`config.mk`:
```
export PLATFORM = sky130hd
export DESIGN_NAME = btn_event_ctrl
export DESIGN_NICKNAME = d
export VERILOG_FILES = /design/src/rtl/btn_event_ctrl.sv
export SDC_FILE = /design/constraint.sdc
export NUM_CORES = 1
export LEC_CHECK = 0
export ABC_AREA = 1
export CORE_MARGIN = 5
export CORE_UTILIZATION = 44
export CTS_CLUSTER_DIAMETER = 50
export DETAILED_ROUTE_END_ITERATION = 7
export PLACE_DENSITY = 0.68
export SETUP_SLACK_MARGIN = 0.15
export SLEW_MARGIN = 20
export SYNTH_ARGS = -nofsm -noshare
export SYNTH_HDL_FRONTEND = slang
export SYNTH_SLANG_ARGS = --single-unit
export TNS_END_PERCENT = 20
```
`constraint.sdc`:
```
create_clock -name clk -period 2.3 [get_ports clk]
set_input_delay 0.46 -clock clk [delete_from_list [all_inputs] [get_ports clk]]
set_output_delay 0.46 -clock clk [all_outputs]
set_load 0.01 [all_outputs]
```
`src/rtl/btn_event_ctrl.sv`:
```
// btn_event_ctrl: debounced multi-switch front end with round-robin event stream.
// Define BTN_LONG_PRESS_EN to build the long-press counters and events.
module btn_event_ctrl #(
  parameter int NUM_SW         = 4,
  parameter int TICK_DIV       = 12000,
  parameter int DEBOUNCE_TICKS = 20,
  parameter int LONG_TICKS     = 1000,
  localparam int ID_W = (NUM_SW > 1) ? $clog2(NUM_SW) : 1
) (
  input  logic              clk,
  input  logic              rst,
  input  logic [NUM_SW-1:0] sw_in,
  output logic [NUM_SW-1:0] sw_level,
  output logic              evt_valid,
  input  logic              evt_ready,
  output logic [ID_W-1:0]   evt_id,
  output logic [1:0]        evt_code,
  output logic              evt_ovf
);

  localparam int PS_W = $clog2(TICK_DIV);
  localparam int DC_W = $clog2(DEBOUNCE_TICKS + 1);

  logic [NUM_SW-1:0] r_s1, r_s2, r_lvl;
  logic [PS_W-1:0]   r_presc;
  logic [DC_W-1:0]   r_dc [NUM_SW];
  logic [NUM_SW-1:0] r_pp, r_pr;
  logic              r_valid, r_ovf;
  logic [ID_W-1:0]   r_id, r_ptr;
  logic [1:0]        r_code;

  logic              w_tick;
  logic [NUM_SW-1:0] w_rise, w_fall, w_long, w_pl, w_any;
  logic [NUM_SW-1:0] w_sel, w_cp, w_cr, w_drop, w_drop_l;
  logic              w_load, w_found;
  logic [ID_W-1:0]   w_win, w_cand, w_ptr_nx;
  logic [ID_W:0]     w_idx;
  logic [1:0]        w_code;

  assign w_tick = (r_presc == PS_W'(TICK_DIV - 1));

  // two-flop synchronizer per switch
  always_ff @(posedge clk or posedge rst) begin
    if (rst) begin
      r_s1 <= '0;
      r_s2 <= '0;
    end else begin
      r_s1 <= sw_in;
      r_s2 <= r_s1;
    end
  end

  // shared tick prescaler
  always_ff @(posedge clk or posedge rst) begin
    if (rst) r_presc <= '0;
    else if (w_tick) r_presc <= '0;
    else r_presc <= r_presc + PS_W'(1);
  end

  // accept a new level after DEBOUNCE_TICKS consecutive mismatching ticks
  always_ff @(posedge clk or posedge rst) begin
    if (rst) begin
      r_lvl <= '0;
      for (int i = 0; i < NUM_SW; i++) r_dc[i] <= '0;
    end else begin
      for (int i = 0; i < NUM_SW; i++) begin
        if (r_s2[i] == r_lvl[i]) begin
          r_dc[i] <= '0;
        end else if (w_tick) begin
          if (r_dc[i] == DC_W'(DEBOUNCE_TICKS - 1)) begin
            r_lvl[i] <= r_s2[i];
            r_dc[i]  <= '0;
          end else begin
            r_dc[i] <= r_dc[i] + DC_W'(1);
          end
        end
      end
    end
  end

  // level-change events, round-robin winner search and consume masks
  always_comb begin
    w_rise  = '0;
    w_fall  = '0;
    w_found = 1'b0;
    w_win   = '0;
    w_idx   = '0;
    w_cand  = '0;
    for (int i = 0; i < NUM_SW; i++) begin
      if (w_tick && (r_s2[i] != r_lvl[i]) &&
          (r_dc[i] == DC_W'(DEBOUNCE_TICKS - 1))) begin
        w_rise[i] = r_s2[i];
        w_fall[i] = ~r_s2[i];
      end
    end
    for (int k = 0; k < NUM_SW; k++) begin
      w_idx = {1'b0, r_ptr} + (ID_W+1)'(k);
      if (w_idx >= (ID_W+1)'(NUM_SW))
        w_idx = w_idx - (ID_W+1)'(NUM_SW);
      w_cand = w_idx[ID_W-1:0];
      if (!w_found && w_any[w_cand]) begin
        w_found = 1'b1;
        w_win   = w_cand;
      end
    end
  end

  assign w_any    = r_pp | w_pl | r_pr;
  assign w_code   = r_pp[w_win] ? 2'd0 : (w_pl[w_win] ? 2'd2 : 2'd1);
  assign w_load   = !r_valid || evt_ready;
  assign w_sel    = (w_load && w_found) ? (NUM_SW'(1) << w_win) : '0;
  assign w_cp     = w_sel & {NUM_SW{w_code == 2'd0}};
  assign w_cr     = w_sel & {NUM_SW{w_code == 2'd1}};
  assign w_ptr_nx = (w_win == ID_W'(NUM_SW - 1)) ? '0 : w_win + ID_W'(1);
  assign w_drop   = (w_rise & r_pp & ~w_cp) | (w_fall & r_pr & ~w_cr) |
                    w_drop_l;

`ifdef BTN_LONG_PRESS_EN
  localparam int HC_W = $clog2(LONG_TICKS + 1);

  logic [HC_W-1:0]   r_hc [NUM_SW];
  logic [NUM_SW-1:0] r_pl, w_cl;

  assign w_cl     = w_sel & {NUM_SW{w_code == 2'd2}};
  assign w_pl     = r_pl;
  assign w_drop_l = w_long & r_pl & ~w_cl;

  // hold counters saturate so only one long event fires per press
  always_ff @(posedge clk or posedge rst) begin
    if (rst) begin
      for (int i = 0; i < NUM_SW; i++) r_hc[i] <= '0;
    end else begin
      for (int i = 0; i < NUM_SW; i++) begin
        if (!r_lvl[i]) r_hc[i] <= '0;
        else if (w_tick && (r_hc[i] != HC_W'(LONG_TICKS)))
          r_hc[i] <= r_hc[i] + HC_W'(1);
      end
    end
  end

  // long event on the tick that brings the counter to LONG_TICKS
  always_comb begin
    w_long = '0;
    for (int i = 0; i < NUM_SW; i++)
      w_long[i] = r_lvl[i] && w_tick &&
                  (r_hc[i] == HC_W'(LONG_TICKS - 1));
  end

  // pending long bits; a release discards a stale long of that channel
  always_ff @(posedge clk or posedge rst) begin
    if (rst) r_pl <= '0;
    else r_pl <= ((r_pl & ~w_cl) | w_long) & ~w_fall;
  end
`else
  assign w_long   = '0;
  assign w_pl     = '0;
  assign w_drop_l = '0;
`endif

  // pending press/release bits and sticky overflow flag
  always_ff @(posedge clk or posedge rst) begin
    if (rst) begin
      r_pp  <= '0;
      r_pr  <= '0;
      r_ovf <= 1'b0;
    end else begin
      r_pp  <= (r_pp & ~w_cp) | w_rise;
      r_pr  <= (r_pr & ~w_cr) | w_fall;
      r_ovf <= r_ovf | (|w_drop);
    end
  end

  // output slot: reload when empty or being accepted
  always_ff @(posedge clk or posedge rst) begin
    if (rst) begin
      r_valid <= 1'b0;
      r_id    <= '0;
      r_code  <= '0;
      r_ptr   <= '0;
    end else if (w_load) begin
      if (w_found) begin
        r_valid <= 1'b1;
        r_id    <= w_win;
        r_code  <= w_code;
        r_ptr   <= w_ptr_nx;
      end else begin
        r_valid <= 1'b0;
      end
    end
  end

  assign sw_level  = r_lvl;
  assign evt_valid = r_valid;
  assign evt_id    = r_id;
  assign evt_code  = r_code;
  assign evt_ovf   = r_ovf;

endmodule
```
======== Word-level counts from Yosys, hierarchy flattened ========
Index checks and enable logic that the tools add are counted.
storage, ports and cells
  bits in registers ....................... 62
  word-level logic and storage cells ...... 157
cells by class
  bitwise gates (word level) .............. 23
  mux-type cells .......................... 50
  eq/ne operators ......................... 15
  $lt $le $gt $ge ......................... 9
  shifts and indexed selects .............. 1
  $add $sub $neg .......................... 13
  reductions and logical operators ........ 28
operators with widths
  operator                                                  number
  two-way mux 5 bit                                         12
  bitwise AND 4 bit                                         8
  two-way mux 2 bit                                         11
  adder 5 x 1 -> 5 bit, second input constant               4
  == test 5 bit, second input constant                      4
  two-way mux 1 bit                                         19
  OR 4 bit                                                  4
  < comparator 2 x 3 -> 1 bit, second input constant        5
  adder 14 x 1 -> 14 bit, second input constant             1
  == test 14 bit, second input constant                     1
  two-way mux 14 bit                                        1
  binary-select mux 1 bit (select 2 bit)                    6
  logical AND 1 bit                                         12
  AND reduction 3 bit                                       4
  greater-or-equal comparator 3 bit, second input constant  3
  NOT 1 bit                                                 8
  NOT 4 bit                                                 2
  nonzero test 2 bit                                        4
  subtractor 2 x 1 -> 2 bit, second input constant          4
  adder 2 x 2 -> 3 bit, second input constant               2
  == test 1 bit                                             4
  logical NOT 1 bit                                         4
  two-way mux 4 bit                                         1
  != test 1 bit                                             4
  11 further kinds                                          11

======== Depth between registers and ports, before layout ========
Gate-level depths: netlist of the first run.
  word-level depth ........................ 25
  mapped depth ............................ 19
  mapped depth without buffers ............ 18

======== Least setup slack after synthesis of the first run ========
Ideal clock, no wire load.
  path kind ............................... register to register
  start point ............................. reg r_ptr[0]
  end point ............................... reg r_ovf, in the netlist evt_ovf
  period minus slack after synthesis ...... 2029 ps
  buffers on the path ..................... 1
  cell stages (with the launch flop) ...... 19
  arrival time ............................ 1904 ps
  data required time ...................... 2175 ps
  setup slack ............................. 271 ps
  library setup time ...................... 125 ps
  path through ............................ dfrtp_1 buf_6 inv_6 nand2_2 nand3_2 nand2_2 nor2_4 nand3_1 nand2_2 nand2_4 inv_1 ha_1 inv_1 nor2_1 nand3_1 nand2_1 nand2_1 nor2_1 nand3_1
on the way
  cells in the longest elaborated chain, start to end .. 25
ends and longest elaborated chain
  what                                                                           line      source
  from (decl)                                                                    29        logic [ID_W-1:0] r_id, r_ptr;
  from (signal assigned)                                                         185       r_ptr <= w_ptr_nx;
  parallel branches: the longest is 13 deep, another holds adder 2 x 1 -> 3 bit  n/a
  two-way mux 2 bit (*)                                                          101       if (!w_found && w_any[w_cand]) begin
  via w_win[0]                                                                   36        logic [ID_W-1:0] w_win, w_cand, w_ptr_nx;
  binary-select mux 1 bit (select 2 bit)                                         109       assign w_code = r_pp[w_win] ? 2'd0 : (w_pl[w_win] ? 2'd2 : 2'd1);
  two-way mux 1 bit (implied by the code)                                        109
  two-way mux 2 bit (2 in series)                                                109
  == test 2 x 1 -> 1 bit or logical NOT 2 bit (tied branches)                    113, 112
  bitwise AND 4 bit, on equally long branches                                    113, 112
  NOT 4 bit                                                                      115       assign w_drop = (w_rise & r_pp & ~w_cp) | (w_fall & r_pr & ~w_cr) |
  bitwise AND 4 bit                                                              115
  OR 4 bit (*)                                                                   115
  OR reduction 4 bit (*)                                                         169       r_ovf <= r_ovf | (|w_drop);
  OR 1 bit (*)                                                                   169
  to (signal assigned)                                                           169
  to (decl)                                                                      28        logic r_valid, r_ovf;
Mark *: on every way through the listed nets, which the timed path passes. The select of a mux whose other input is x is not followed.
A chain may end at the register's enable or synchronous reset.

======== Final worst setup path of the first run ========
  start point ............................. reg r_pp[3]
  end point ............................... reg r_ovf, in the netlist evt_ovf
on the way
  cells in the longest elaborated chain, start to end .. 24
ends and longest elaborated chain
  what                                                         line      source
  from (decl)                                                  27        logic [NUM_SW-1:0] r_pp, r_pr;
  from (signal assigned)                                       167       r_pp <= (r_pp & ~w_cp) | w_rise;
  OR 4 bit                                                     108       assign w_any = r_pp | w_pl | r_pr;
  binary-select mux 1 bit (select 2 bit)                       101
  two-way mux 1 bit (implied by the code)                      101
  two-way mux 1 bit                                            101
  logical NOT 1 bit                                            101
  logical AND 1 bit                                            101
  two-way mux 1 bit                                            101
  logical NOT 1 bit                                            101
  [... 7 more ...]                                             n/a
  two-way mux 2 bit (2 in series)                              109
  == test 2 x 1 -> 1 bit or logical NOT 2 bit (tied branches)  113, 112
  bitwise AND 4 bit, on equally long branches                  113, 112
  NOT 4 bit                                                    115
  bitwise AND 4 bit                                            115
  OR 4 bit (*)                                                 115
  OR reduction 4 bit (*)                                       169
  OR 1 bit (*)                                                 169
Mark *: on every way between the ends. The rest lies on a longest branch, timed or not. The select of a mux whose other input is x is not followed.

==> results of run 1 <==
how the worst min path moves through the flow:
| stage | start | endpoint | slack (ns) | depth (start not counted) |
|---|---|---|---|---|
| after global placement | r_s1[1] | r_s2[1] | 0.33 | 0 |
| after floorplan | r_s1[0] | r_s2[0] | 0.33 | 0 |
| after CTS | r_s1[0] | r_s2[0] | 0.35 | 0 |
| after detailed placement | r_s1[0] | r_s2[0] | 0.34 | 0 |
| after global routing | r_s1[3] | r_s2[3] | 0.36 | 0 |
| final | r_s1[0] | r_s2[0] | 0.35 | 0 |
synth_stat cells (4+ instances only):
cell / number / area [um^2]
a21oi_1: 5 / 25.02
dfrtp_1: 61 / 1526
ha_1: 9 / 112.6
inv_1: 61 / 229.0
nand2_1: 86 / 322.8
nand2_2: 14 / 87.58
nand3_1: 30 / 150.1
nand3_2: 5 / 50.05
nand4_1: 5 / 31.28
nor2_1: 39 / 146.4
nor3_1: 14 / 70.07
nor4_1: 4 / 25.02
o21ai_0: 27 / 135.1
xor2_1: 12 / 105.1
area by class of cell:
type / instances / area, um^2 / share of cell area (%)
Multi-Input combinational cell: 279 / 1754 / 41.66
Sequential cell: 61 / 1529 / 36.32
Timing Repair Buffer: 40 / 377.9 / 8.975
Inverter: 64 / 260.3 / 6.181
Clock buffer: 12 / 155.1 / 3.685
Tap cell: 99 / 123.9 / 2.942
Clock inverter: 2 / 10.01 / 0.2377
stage by stage:
step	setup TNS (ns)	hold WS (ns)
2_1_floorplan	0	0.3312
3_3_place_gp	0	0.3311
3_5_place_dp	-0.02066	0.3355
4_1_cts	0	0.3495
5_1_grt	-0.1205	0.3643
6_report	-0.02503	0.3472
cells in the final DEF (no fill, tap or decap), types with 4 or more instances in the layout:
master | synthesis | routed
nor2_1 | 39 | 30
o21ai_0 | 27 | 25
nand2_4 | 3 | 10
buf_6 | 1 | 4
nor2_2 | 2 | 4
nor2_4 | 2 | 9
nand3_1 | 30 | 22
inv_2 | 2 | 5
xor2_1 | 12 | 12
clkdlybuf4s50_1 | 0 | 15
nand3_2 | 5 | 9
clkbuf_8 | 0 | 11
nand4_1 | 5 | 5
nor4_1 | 4 | 4
nand2_1 | 86 | 72
a21oi_1 | 5 | 4
dfrtp_1 | 61 | 59
nand3_4 | 2 | 6
ha_1 | 9 | 7
buf_4 | 1 | 19
nand2_2 | 14 | 21
nor3_1 | 14 | 13
inv_1 | 61 | 55
worst max-delay path: stages (launching register included):
cell      delay (ns)
dfrtp_2         0.44
nor2_4          0.17
nand2_2         0.10
nand3_4         0.10
nand2_4         0.07
nor2_4          0.15
nand3_2         0.10
nand2_2         0.10
buf_4           0.16
nand3_2         0.10
nand3_4         0.14
nand2_4         0.10
o21bai_1        0.18
nand2_1         0.10
nor2_1          0.11
nand3_1         0.08
power by group through the flow:
stage | clock network [mW] | registers (mW) | logic, mW
after floorplan | 0 | 1.31 | 1.76
after CTS | 0.849 | 1.30 | 2.77
after global routing | 0.895 | 1.33 | 4.12
final | 0.830 | 1.31 | 3.90
after global placement | 0 | 1.30 | 2.35
after detailed placement | 0 | 1.30 | 2.38
sequential cells by signal, summed over array words and instances (netlist names), 2 cells and up:
register and flops:
r_ptr 2, sw_level 4, r_dc 20, evt_id 2, r_s1 4, r_s2 4, r_pp 4, r_presc 14
r_pr 4
cell families (layout without fill, tap and decap cells):
group / after synthesis / count (layout) / share of synthesized area, %
flip-flops: 61 / 61 / 46.05
buffers and inverters: 68 / 118 / 8.229
XOR/XNOR: 15 / 15 / 3.964
adder cells (fa/ha/maj): 9 / 9 / 3.398
AND/OR/NAND/NOR: 208 / 208 / 30.24
other: 1 / 1 / 0.1131
AO/OA/AOI/OAI: 46 / 46 / 8.003
layer usage:
layer | global-route usage (%) | part of all wire [%] | vias to the layer above
li1 | - | - | 1404
met1 | 21.37 | 46 | 1371
met2 | 23.41 | 48 | 59
met3 | 4.317 | 3.8 | 9
met4 | 5.400 | 1.8 | 0
met5 | 0 | 0 | -
what timing repair did:
item,4_1_cts,5_1_grt
pin swaps,6,28
endpoints found under the hold margin,0,0
resized for setup,19,56
buffers inserted,6,8
setup endpoints to repair,2,14
==> impl_metrics.tcl, run 1 <==
set metrics [dict create \
    run_status "finished with violations" \
    violations "negative setup slack" \
    drive_gt1_share_pct 24.89 \
    cp-endpoint "evt_ovf" \
    grt_pass1_vias 2602 \
    core_area_mm2 0.007292 \
    rrSetupSlack_ns -0.03 \
    post-place-ws_ns -0.02066 \
    start_kind "flop" \
    numPortBuffers 15 \
    drtAntennaViolNets 0 \
    path_max_fanout 6 \
    grt_max_degree 39 \
    critPathArrivalTime_ns 2.55 \
    p_switching_mw 2.808 \
    finalSetupViolCount 1 \
    power_frac_clock_pct 13.7 \
    r2r_end "evt_ovf" \
    finish.utilization_pct 57.74 \
    grt_pass1_wl_mm 12.03 \
    period_share_pct 101.1 \
    routed-via-count 2843 \
    dpl_cell_area_mm2 0.003669 \
    drt-total-wl_mm 7.440 \
    crit_path_end_kind "flop" \
    power.total_mw 6.040 \
    htree_levels 3 \
    cap_violations 0 \
    critPathKind "reg -> reg" \
    hold_violations 0 \
    dp.cells 529 \
    dr.pass1.iters 5 \
    clock_latency_ns 0.34 \
    fmax_mhz 430.1 \
    globalplace.congestion 0.8080 \
    wire_per_inst_um 13.36 \
    drt-vias-per-instance 5.104 \
    hpwl_mm 4.930 \
    cts_hold_buf 0 \
    crit_required_ns 2.53 \
    slew_viol_final 0 \
    cts_max_path_buffers 2 \
    power_frac_seq_pct 21.8 \
    final_cells 557 \
    netlist_instances 408 \
    synth_edf_count 0 \
    ys_async_sr_fraction_pct 100.0 \
    ir_drop_mv 0.7200 \
    post-route-cell-area_mm2 0.004210 \
    track_usage_pct 15.50 \
    fin_ws_ns -0.02503 \
    reg2reg_depth 15 \
    gr-total-overflow 0 \
    drt_iter0_markers 174 \
    diodes 0 \
    hp-class "reg -> reg" \
    cts_tree "built" \
    rsz0062_at_grt "true" \
    fp-row-count 31 \
    ys_warn_count 0 \
    swShare_pct 46.50 \
    clock-sinks 61 \
    dieHeight_um 96.79 \
    nets 471 \
    start_util_pct 45.45 \
    fin_worst_skew_ns 0.008104 \
    ys_dominant_reg_cell "dfrtp_1" \
    intPower_mw 3.232 \
    ys_ff_latch 61 \
    crit_path_start "r_pp[3]" \
    synth.avg_cell_area_um2 8.124 \
    clk_pin_slew_ns 0.07 \
    cts_root_buffer "clkbuf_8" \
    antenna_found_initial 0 \
    synth_area_mm2 0.003314 \
    fillCellCount 625 \
    synth_seq_area_share_pct 46.06 \
    period_minus_slack_ns 2.325 \
    r2r_start "r_pp[3]" \
    cts_inserted_buffers 9 \
    powerDensity_mw_per_mm2 1435 \
    detail_route.drc_violations 0 \
    share_comb_of_total_power_pct 64.5 \
    leakagePower_nw 1.975 \
    dieArea_mm2 0.009368 \
    synth.distinct_cells 35 \
    syn2layout_area_growth_pct 27.03 \
    ioPinCount 17 \
    syn_nets 424 \
    fp.dieW_um 96.79 \
]
Power figures use the tool's default switching activity.
==> inputs of run 2 (changes only) <==
--- a/config.mk
+++ b/config.mk
@@ -8,6 +8,7 @@
 export ABC_AREA = 1
 export CORE_MARGIN = 5
 export CORE_UTILIZATION = 44
+export CTS_BUF_LIST = sky130_fd_sc_hd__clkbuf_16
 export CTS_CLUSTER_DIAMETER = 50
 export DETAILED_ROUTE_END_ITERATION = 7
 export PLACE_DENSITY = 0.68
==> run 2 against run 1 <==
Compared with the run above:
- the run now ends clean
- first-iteration DRC count fell by 17%
- sequential power hardly changed
- via count is essentially flat
- global-route usage down 0.21 points
- largest power group unchanged
==> impl_metrics.tcl, run 2 (synthesis gave the netlist of run 1 again) <==
set metrics [dict create \
    run_status "completed" \
    wire_per_inst_um 13.25 \
    finalSetupViolCount 0 \
    drtAntennaViolNets 0 \
    core_area_mm2 0.007292 \
    cts_hold_buf 0 \
    seqCellArea_mm2 0.001529 \
    leakagePower_nw 2.019 \
    holdCritStartpoint "r_s1[0]" \
    syn2layout_area_growth_pct 30.73 \
    fin_worst_skew_ns 0.006748 \
    dr.pass1.iters 5 \
    reg2reg_depth 15 \
    slew_viol_final 0 \
    critPathArrivalTime_ns 2.50 \
    fp-row-count 31 \
    drt-total-wl_mm 7.378 \
    clock_latency_ns 0.32 \
    hold_end "r_s2[0]" \
    cap_violations 0 \
    drt-vias-per-instance 5.101 \
    r2r_start "r_pp[3]" \
    cts_max_path_buffers 2 \
    routed-via-count 2841 \
    max_stage_delay_ns 0.43 \
    grt_pass1_vias 2604 \
    start_util_pct 45.45 \
    diodes 0 \
    drt_iter0_markers 144 \
    fillCellCount 599 \
    cts_tree "built" \
    gr-total-overflow 0 \
    powerDensity_mw_per_mm2 1476 \
    path_max_fanout 6 \
    clk_pin_slew_ns 0.05 \
    crit_path_end_kind "flop" \
    dieArea_mm2 0.009368 \
    layout_commonest_cell "nand2_1" \
    ioPinCount 17 \
    hp-class "reg -> reg" \
    largest_reg_flops 20 \
    globalplace.congestion 0.8080 \
    power.total_mw 6.394 \
    fp.dieW_um 96.79 \
    hold_violations 0 \
    layout_common_cells "nand2_1 (70), dfrtp_1 (59), inv_1 (56)" \
    ir_drop_mv 0.7134 \
    critPathKind "reg -> reg" \
    nets 471 \
    dpl_cell_area_mm2 0.003669 \
    setup_tns_ns 0 \
    drive_gt1_share_pct 25.33 \
    grt_pass1_wl_mm 12.00 \
    rsz0062_at_grt "true" \
    track_usage_pct 15.28 \
    start_kind "flop" \
    numPortBuffers 15 \
    cts_root_buffer "clkbuf_16" \
    critical-path-slowest-cell "dfrtp_2" \
    r2r_end "evt_ovf" \
    htree_levels 3 \
    cts_inserted_buffers 9 \
    post-route-cell-area_mm2 0.004333 \
    largest_registers "r_dc: 20 flops, r_presc: 14 flops" \
    multiInputGateArea_mm2 0.001795 \
    clock-sinks 61 \
    cp_cell_sequence "nor2_4 > nand2_2 > nand3_4 > nand2_4 > nor2_4 > nand3_2 > nand2_2 > buf_4 > nand3_2 > nand3_4 > nand2_4 > o21bai_1 > nand2_1 > nor2_1 > nand3_1" \
    finish.utilization_pct 59.42 \
    grt_max_degree 39 \
    dieHeight_um 96.79 \
    detail_route.drc_violations 0 \
    period_share_pct 99.98 \
    hold_path_depth 0 \
    antenna_found_initial 0 \
    largest-register "r_dc" \
    hpwl_mm 4.930 \
    rrSetupSlack_ns 0.0005 \
    period_minus_slack_ns 2.300 \
    fmax_mhz 434.9 \
    crit_required_ns 2.50 \
]
==> run 2: cell count changes in the layout (fill, tap and decap cells not counted), sizes merged <==
cell	delta
clkinv	+2
clkbuf	-3
inv	+1
==> run 2: per-stage QoR <==
step           cells  setup WS, ns  hold slack [ns]
3_5_place_dp     529      -0.02066           0.3355
5_1_grt          557       -0.1256           0.3603
3_3_place_gp     529       0.02327           0.3311
2_1_floorplan    408        0.2706           0.3312
6_report         557     0.0004841           0.3444
4_1_cts          549        0.1299           0.3460
==> run 2: layout make-up <==
class | count | area share [%]
clock inverter | 5 | 0.4909
timing repair buffer | 40 | 8.721
tap | 99 | 2.859
multi-input combinational | 279 | 41.44
sequential | 61 | 35.29
clock buffer | 9 | 5.198
inverter | 64 | 6.006
==> run 2: repair_timing <==
| item | CTS | global route |
|---|---|---|
| setup endpoints to repair | 2 | 13 |
| setup buffers | 6 | 8 |
| pin swaps | 6 | 34 |
| gates resized for setup | 18 | 64 |
==> run 2: where the power goes <==
| group | internal [mW] | total (mW) | switching (mW) | leakage (nW) |
|---|---|---|---|---|
| Combinational | 1.64 | 3.94 | 2.31 | 1.09 |
| Sequential | 1.20 | 1.32 | 0.120 | 0.797 |
| Clock | 0.698 | 1.13 | 0.433 | 0.127 |
==> run 2: metal layers <==
metal | vias to the layer above | routed length [um] | track usage, %
li1 | 1404 | - | -
met1 | 1362 | 3440 | 21.41
met2 | 62 | 3561 | 23.67
met3 | 13 | 258 | 2.446
met4 | 0 | 118 | 6.048
met5 | - | 0 | 0
==> run 2: critical path: cells and delay by family, from the launching register on <==
kind / cells / cell delay, ns
compound gates: 1 / 0.20
buf+inv: 1 / 0.15
simple gates: 13 / 1.40
flops: 1 / 0.43
==> run 2: worst max-delay path by stage <==
stage / start / slack [ns] / end
global placement: r_ptr[0] / 0.02 / evt_ovf
finish: r_pp[3] / 0.0005 / evt_ovf
detailed placement: r_pp[3] / -0.02 / evt_ovf
CTS: r_ptr[0] / 0.13 / evt_ovf
global route: r_pr[1] / -0.13 / evt_ovf
floorplan: r_ptr[0] / 0.27 / evt_ovf
